## src/rtl/count_arbiter.sv

```systemverilog
// Round-robin arbiter that lets N_REQ requesters share one up/down counter.
// Each grant is a fixed three-cycle transaction: IDLE -> PULSE -> SETTLE -> IDLE.
module count_arbiter #(
  parameter int N_REQ   = 4,
  parameter int MAX_VAL = 15
) (
  input  logic                       clk,
  input  logic                       reset,
  input  logic [N_REQ-1:0]           req,
  input  logic [N_REQ-1:0]           dir,
  input  logic [3:0]                 cnt_val,
  output logic                       count,
  output logic                       deCount,
  output logic [N_REQ-1:0]           ack,
  output logic                       sat_err,
  output logic [$clog2(N_REQ)-1:0]   grant_id,
  output logic                       busy
);

  localparam int         IW    = $clog2(N_REQ);
  localparam logic [3:0] MAX_V = MAX_VAL[3:0];
  localparam logic [IW-1:0] LAST_IDX = IW'(N_REQ - 1);

  typedef enum logic [1:0] {
    IDLE   = 2'd0,
    PULSE  = 2'd1,
    SETTLE = 2'd2
  } state_t;

  state_t          state_q, state_d;
  logic [IW-1:0]   idx_q, idx_d;
  logic            dir_q, dir_d;
  logic            refused_q, refused_d;
  logic [IW-1:0]   last_grant_q, last_grant_d;

  logic            pick_found;
  logic [IW-1:0]   pick_idx;
  logic            at_bound;

  // Search above last_grant first, then wrap to the low indices.
  always_comb begin
    pick_found = 1'b0;
    pick_idx   = '0;
    for (int i = 0; i < N_REQ; i++) begin
      if (!pick_found && req[i] && (i > int'(last_grant_q))) begin
        pick_found = 1'b1;
        pick_idx   = i[IW-1:0];
      end
    end
    for (int i = 0; i < N_REQ; i++) begin
      if (!pick_found && req[i] && (i <= int'(last_grant_q))) begin
        pick_found = 1'b1;
        pick_idx   = i[IW-1:0];
      end
    end
  end

  assign at_bound = dir_q ? (cnt_val >= MAX_V) : (cnt_val == 4'd0);

  always_comb begin
    state_d      = state_q;
    idx_d        = idx_q;
    dir_d        = dir_q;
    refused_d    = refused_q;
    last_grant_d = last_grant_q;
    count        = 1'b0;
    deCount      = 1'b0;
    ack          = '0;
    sat_err      = 1'b0;
    grant_id     = '0;
    busy         = 1'b0;

    unique case (state_q)
      IDLE: begin
        if (pick_found) begin
          idx_d     = pick_idx;
          dir_d     = dir[pick_idx];
          refused_d = 1'b0;
          state_d   = PULSE;
        end
      end
      PULSE: begin
        busy      = 1'b1;
        grant_id  = idx_q;
        count     = dir_q && !at_bound;
        deCount   = !dir_q && !at_bound;
        refused_d = at_bound;
        state_d   = SETTLE;
      end
      SETTLE: begin
        busy         = 1'b1;
        grant_id     = idx_q;
        ack[idx_q]   = 1'b1;
        sat_err      = refused_q;
        last_grant_d = idx_q;
        state_d      = IDLE;
      end
      default: begin
        state_d = IDLE;
      end
    endcase
  end

  always_ff @(posedge clk or negedge reset) begin
    if (!reset) begin
      state_q      <= IDLE;
      idx_q        <= '0;
      dir_q        <= 1'b0;
      refused_q    <= 1'b0;
      last_grant_q <= LAST_IDX;
    end else begin
      state_q      <= state_d;
      idx_q        <= idx_d;
      dir_q        <= dir_d;
      refused_q    <= refused_d;
      last_grant_q <= last_grant_d;
    end
  end

endmodule

```

## config.mk

```make
export PLATFORM = sky130hd
export DESIGN_NAME = count_arbiter
export DESIGN_NICKNAME = d
export VERILOG_FILES = /design/src/rtl/count_arbiter.sv
export SDC_FILE = /design/constraint.sdc
export NUM_CORES = 1
export LEC_CHECK = 0
export BUFFER_PORTS_ARGS = -buffer_cell sky130_fd_sc_hd__clkbuf_2
export CORE_MARGIN = 4
export CORE_UTILIZATION = 44
export CTS_BUF_LIST = sky130_fd_sc_hd__clkbuf_8
export DETAILED_ROUTE_END_ITERATION = 7
export PLACE_DENSITY = 0.75
export RECOVER_POWER = 25
export SLEW_MARGIN = 20
export SYNTH_ARGS = -nofsm -noshare
export SYNTH_HDL_FRONTEND = slang
export SYNTH_SLANG_ARGS = --single-unit
```

## constraint.sdc

```tcl
create_clock -name clk -period 1.51 [get_ports clk]
set_input_delay 0.151 -clock clk [delete_from_list [all_inputs] [get_ports clk]]
set_output_delay 0.151 -clock clk [all_outputs]
set_load 0.1 [all_outputs]
```

-- After elaboration in Yosys (flattened, before gate mapping)
Index checks and enable logic that the tools add are counted.
- $lt $le $gt $ge: 10
- equal/unequal tests: 3
- mux-type cells: 29
- reductions and logical operators: 29
- operators with widths (operator ; count):
    1-bit 2-to-1 mux ; 16
    2-bit 2-to-1 mux ; 8
    1-bit logical AND ; 15
    1-bit zero test ; 8
    2-bit by 3-bit less-than comparator with 1-bit output (second input constant) ; 2
    4-bit greater-or-equal comparator (second input constant) ; 1
    2-bit > comparator (first input constant) ; 2
    2-bit less-or-equal comparator (first input constant) ; 2
    4-bit zero test ; 1
    4-bit 2-to-1 mux ; 1
    2-bit one-hot mux with 2 select lines ; 1
    2-bit AND reduction ; 2
    1-bit binary-select mux with 2-bit select ; 1
    1-bit demux with 2-bit select ; 1
    2-bit by 1-bit equality test with 1-bit output (second input constant) ; 1
    2-bit equality test (second input constant) ; 1
    2-bit by 1-bit greater-or-equal comparator with 1-bit output (second input constant) ; 1
    1-bit by 2-bit > comparator with 1-bit output (first input constant) ; 1
    1-bit by 2-bit less-or-equal comparator with 1-bit output (first input constant) ; 1
    2-bit zero test ; 1
    2-bit inequality test (second input constant) ; 1
    1-bit one-hot mux with 2 select lines ; 1
    2-bit nonzero test ; 1
    2-bit OR reduction ; 1
- register bits: 8
- bits of input ports: 14
- output and inout port bits: 10

-- Depth between registers and ports, before layout
Gate-level depths: netlist of the first run.
- word-level depth: 28
- gate-level depth with buffers: 6
- mapped depth without buffers: 6

-- Worst setup path before layout of the first run
OpenSTA, ideal clock, no wires.
- kind: flip-flop to output port
- from: reg state_q[0]
- to: out ack[0]
- arrival: 2.929 ns
- required time: 1.359 ns
- path slack: -1.570 ns
- cell stages (with the launch flop): 4
- path buffers: 0
- cell sequence: dfrtp_1 inv_1 ha_1 nor3b_1
- cells in the longest elaborated chain, start to end: 2
- RTL lines (element ; line ; source):
    from (decl) ; 30 ; state_t state_q, state_d;
    from (signal assigned) ; 112 ; state_q <= state_d;
    2-bit equality test ; 73 ; unique case (state_q)
    4-bit 2-to-1 mux ; 73 ;
    to (decl) ; 14 ; output logic [N_REQ-1:0] ack,
Every way passes these cells.

-- Final worst setup path of the first run
Same ends and word-level chain as after synthesis.

==> impl_metrics.json, run 1 <==
{
  "status": "finished, violations left",
  "violations": "setup timing",
  "clockBufferDepth": 2,
  "synthCells": 67,
  "slowest_delay_ps": 420,
  "area_growth_pct": 89.75,
  "start_kind": "register",
  "fin_tns_setup_ps": -475.3,
  "rsz0062_at_grt": "yes",
  "route.vias.total": 702,
  "fin_crit_sh": 1.065,
  "finalSetupViolations": 9,
  "path_clk_slew_ps": 50,
  "critPathSlowestCell": "dfrtp_1",
  "wl_mm": 2.179,
  "die-area_um2": 2013,
  "rows": 13,
  "numCtsBuffers": 3,
  "drc": 0,
  "cts_tree": "built",
  "synth.avg_cell_area_um2": 8.926,
  "yosysSeqAreaShare": 0.3389,
  "crit_arrival_ps": 1460,
  "worst_slew_pin_slew_ps": 440.3,
  "slew_headroom": 0.7041,
  "final_antenna_net_count": 0,
  "clk_latency_ps": 240,
  "drv_cap": 0,
  "fin_nets": 127,
  "r2r_start": "last_grant_q[1]",
  "die_w_um": 44.87,
  "synth_edf_count": 0,
  "avgRoutedWirePerCell_um": 17.72,
  "grt-ovfl-total": 0,
  "dpl.hpwl_mm": 1.205,
  "gp_congestion": 0.7744,
  "grt_pass1_vias": 668,
  "hold_viol": 0,
  "placed_area_um2": 954.7,
  "async_flop_share": 1.000,
  "synth_area_um2": 598.1,
  "antenna_found_initial": 0,
  "setup.worst_path.class": "reg -> out",
  "viasPerCell": 5.707,
  "fmax_mhz": 622.0,
  "drtIter0Drc": 10,
  "cp.required_ps": 1360,
  "htree_levels": 1,
  "skew_ps": 12.39,
  "core_um2": 1285,
  "synth-seq-cells": 8,
  "crit_chain": "inv_2, ha_4, nor3b_4, buf_12",
  "grt_pass1_wl_mm": 2.766,
  "pin_count": 24,
  "yosys_warnings": 0,
  "hold_class": "in -> reg",
  "dr.pass1.iters": 4,
  "root_buffer": "clkbuf_8",
  "start_util": 0.4654,
  "fin_crit_ps": 1608,
  "fin_ws_ps": -97.70,
  "maxSlewViolCount": 0,
  "io_buffers": 23,
  "min_from": "req[2]",
  "syn_nets": 85,
  "diodes": 0,
  "drive_gt1_frac": 0.6111,
  "synth_top_flop_cell": "dfrtp_1",
  "grt_max_degree": 9,
  "fin_area_um2": 1135,
  "cts.sinks": 8,
  "grtUsageTotal": 0.1927,
  "crit_fanout": 6,
  "cp-end-kind": "primary output",
  "cp-startpoint": "state_q[0]",
  "netlist-cell-type-count": 29,
  "die_y_um": 44.87
}
-- Yosys cell counts (2+ instances only) --
cell type / instances / area share
dfrtp_1: 6 / 0.25
nand2_1: 11 / 0.069
and3_1: 2 / 0.021
ha_1: 4 / 0.084
nor2b_1: 2 / 0.021
mux2i_1: 2 / 0.033
nand3_1: 3 / 0.025
nor2_1: 2 / 0.013
and2_1: 3 / 0.031
and3b_1: 2 / 0.029
dfstp_2: 2 / 0.088
o21ai_0: 7 / 0.059
inv_1: 5 / 0.031
-- logic make-up after synthesis --
kind of cell / count (synthesis) / synth area share
flops: 8 / 0.3389
fa+ha+maj: 4 / 0.08369
compound gates: 13 / 0.1611
buf+inv: 5 / 0.03138
simple gates: 33 / 0.3076
mux: 4 / 0.07740
-- per-stage QoR --
step                        util  hold WS [ps]  std cells  setup slack (ps)
after floorplan                -        -144.6         67            -208.6
after global placement    0.7429         6.787        109             12.53
after detailed placement  0.7429         1.592        109            -42.49
after CTS                 0.8267         258.6        118            -22.02
after global routing      0.8832         302.4        123            -151.4
final                     0.8832         288.7        123            -97.70
-- state kept, by name (all words and copies together), names as in the netlist --
signal,count
dir_q,1
refused_q,1
idx_q,2
state_q,2
last_grant_q,2
-- layer usage --
metal	up-vias	GRT usage	wire (um)
li1	323	-	-
met1	342	0.2010	735
met4	0	0.1170	119
met5	-	0	0
met3	12	0.05179	128
met2	25	0.3410	1195
-- placed cells by master, fill, tap and decap left out, types with 2 or more instances in the layout --
master	instances
and3_4	2
buf_4	13
clkbuf_8	3
inv_1	3
inv_2	2
nor2b_1	2
nand3_1	3
dfrtp_1	6
buf_12	10
dfstp_2	2
ha_4	3
and2_4	2
o21ai_0	7
nand2_1	10
clkbuf_2	12
-- worst paths after layout --
check	slack [ps]	depth (start not counted)	to
max in group asynchronous	790	2	last_grant_q[1]
min in group asynchronous	370	2	idx_q[0]
worst min register to register	610	2	refused_q
worst max-delay path	-100	4	ack[0]
worst max register to register	-40	5	dir_q
worst min-delay path	290	4	refused_q
-- critical path: cells and delay by family (launching register included) --
kind | cells | cell delay, ps
fa+ha+maj | 1 | 210
flops | 1 | 420
buf+inv | 2 | 360
simple gates | 1 | 230
-- what timing repair did --
action	CTS	global route
buffers inserted	4	5
endpoints found under the hold margin	8	0
endpoints found under the setup margin	10	10
hold buffers	1	0
resized for setup	6	8
pin swaps	5	5
-- area by class of cell --
type                       count  area [um2]
tap                           15       18.77
sequential                     8       202.7
clock buffer                   3       41.29
clock inverter                 1       3.754
fill                          56       150.1
timing repair buffer          37       371.6
inverter                       5       21.27
multi-input combinational     54       475.5
Power of run 1 is not shown: default switching activity piles up to over one toggle a cycle in this logic, so the estimate is an artifact.
==> run 2: changes to the inputs <==
--- a/config.mk
+++ b/config.mk
@@ -11,7 +11,6 @@
 export CTS_BUF_LIST = sky130_fd_sc_hd__clkbuf_8
 export DETAILED_ROUTE_END_ITERATION = 7
 export PLACE_DENSITY = 0.75
-export RECOVER_POWER = 25
 export SLEW_MARGIN = 20
 export SYNTH_ARGS = -nofsm -noshare
 export SYNTH_HDL_FRONTEND = slang
==> run 2 against run 1 <==
  * The run still ends with setup timing left
  * Hold slack worse by 1.8 ps
  * Critical path type unchanged
  * Worst setup slack got worse by 2.4 ps
  * Routed wire length rose by 0.50%
  * Final area is 0.11% higher
  * Final cell count unchanged
  * Critical endpoint unchanged
  * Die area is the same
  * Sequential share of layout area is essentially flat
==> impl_metrics.json, run 2 (synthesis gave the netlist of run 1 again) <==
{
  "top_regs": "idx_q x2, last_grant_q x2, state_q x2",
  "grt_pass1_vias": 668,
  "viasPerCell": 5.724,
  "antenna_found_initial": 0,
  "dpl.hpwl_mm": 1.205,
  "slew_headroom": 0.6990,
  "setup.worst_path.class": "reg -> out",
  "grt-ovfl-total": 0,
  "fmax_mhz": 621.1,
  "avgRoutedWirePerCell_um": 17.80,
  "rsz0062_at_grt": "yes",
  "hold_class": "in -> reg",
  "status": "finished, violations left",
  "fin_crit_sh": 1.066,
  "cp.required_ps": 1360,
  "hold_viol": 0,
  "crit_chain": "inv_2, ha_4, nor3b_4, buf_12",
  "mostFrequentLayoutCells": "13 x clkbuf_2, 13 x buf_4, 10 x nand2_1, 10 x buf_12, 7 x o21ai_0",
  "wl_mm": 2.190,
  "grt_max_degree": 9,
  "die_w_um": 44.87,
  "route.vias.total": 704,
  "maxSlewViolCount": 0,
  "fin_nets": 127,
  "worst_slew_pin_slew_ps": 447.8,
  "utilization": 0.8841,
  "grtUsageTotal": 0.1927,
  "grt_pass1_wl_mm": 2.766,
  "gp_congestion": 0.7744,
  "slowest_delay_ps": 420,
  "clk_latency_ps": 240,
  "fin_ws_ps": -100.1,
  "core_um2": 1285,
  "skew_ps": 14.16,
  "crit_arrival_ps": 1460,
  "cp-end-kind": "primary output",
  "fin_crit_ps": 1610,
  "start_kind": "register",
  "root_buffer": "clkbuf_8",
  "die_y_um": 44.87,
  "diodes": 0,
  "pin_count": 24,
  "crit_fanout": 6,
  "finalSetupViolations": 9,
  "htree_levels": 1,
  "drv_cap": 0,
  "rows": 13,
  "io_buffers": 23,
  "violations": "setup timing",
  "critPathSlowestCell": "dfrtp_1",
  "drtIter0Drc": 10,
  "cts.sinks": 8,
  "final_antenna_net_count": 0,
  "path_clk_slew_ps": 50,
  "area_growth_pct": 89.96,
  "cts_tree": "built",
  "numCtsBuffers": 3,
  "dr.pass1.iters": 4,
  "die-area_um2": 2013,
  "drive_gt1_frac": 0.6204,
  "start_util": 0.4654,
  "clockBufferDepth": 2,
  "drc": 0
}
run 2: per-layer routing:
layer  GRT usage  wire, um
met1      0.2010       741
met2      0.3410      1196
met3     0.05179       132
met4      0.1170       119
met5           0         0
run 2: worst max-delay path, delay by kind of cell, from the launching register on:
family	cells	cell delay (ps)
fa+ha+maj	1	210
buf+inv	2	360
flops	1	420
simple gates	1	230
run 2: layout make-up:
cell class                 instances  area [um2]
timing repair buffer              37       372.9
tap                               15       18.77
multi-input combinational         54       475.5
clock inverter                     1       3.754
sequential                         8       202.7
clock buffer                       3       41.29
inverter                           5       21.27
fill                              55       148.9
run 2: repair_timing:
item / CTS / global route
hold buffers: 1 / 0
pin swaps: 5 / 5
setup buffers: 4 / 5
resized for setup: 6 / 8
hold endpoints to repair: 8 / 0
setup endpoints to repair: 10 / 10
run 2: metrics by stage:
step / TNS, ps / setup WS [ps] / hold WS (ps) / cells / instance area [um2]
floorplan: -617.5 / -208.6 / -144.6 / 67 / 640.6
global route: -1063 / -151.4 / 302.4 / 123 / 1136
detailed placement: -42.49 / -42.49 / 1.592 / 109 / 954.7
finish: -494.6 / -100.1 / 286.9 / 123 / 1136
global placement: 0 / 12.53 / 6.787 / 109 / 954.7
CTS: -75.65 / -22.02 / 258.6 / 118 / 1062
run 2: worst paths after layout:
path / startpoint / end / slack [ps] / depth (start not counted)
max: state_q[0] / ack[0] / -100 / 4
min: req[2] / refused_q / 290 / 4
max reg2reg: last_grant_q[1] / dir_q / -40 / 5
min reg2reg: refused_q / refused_q / 610 / 2
max in group asynchronous: reset / last_grant_q[1] / 950 / 2
min in group asynchronous: reset / idx_q[0] / 300 / 2
Power of run 2 is left out for the same reason.
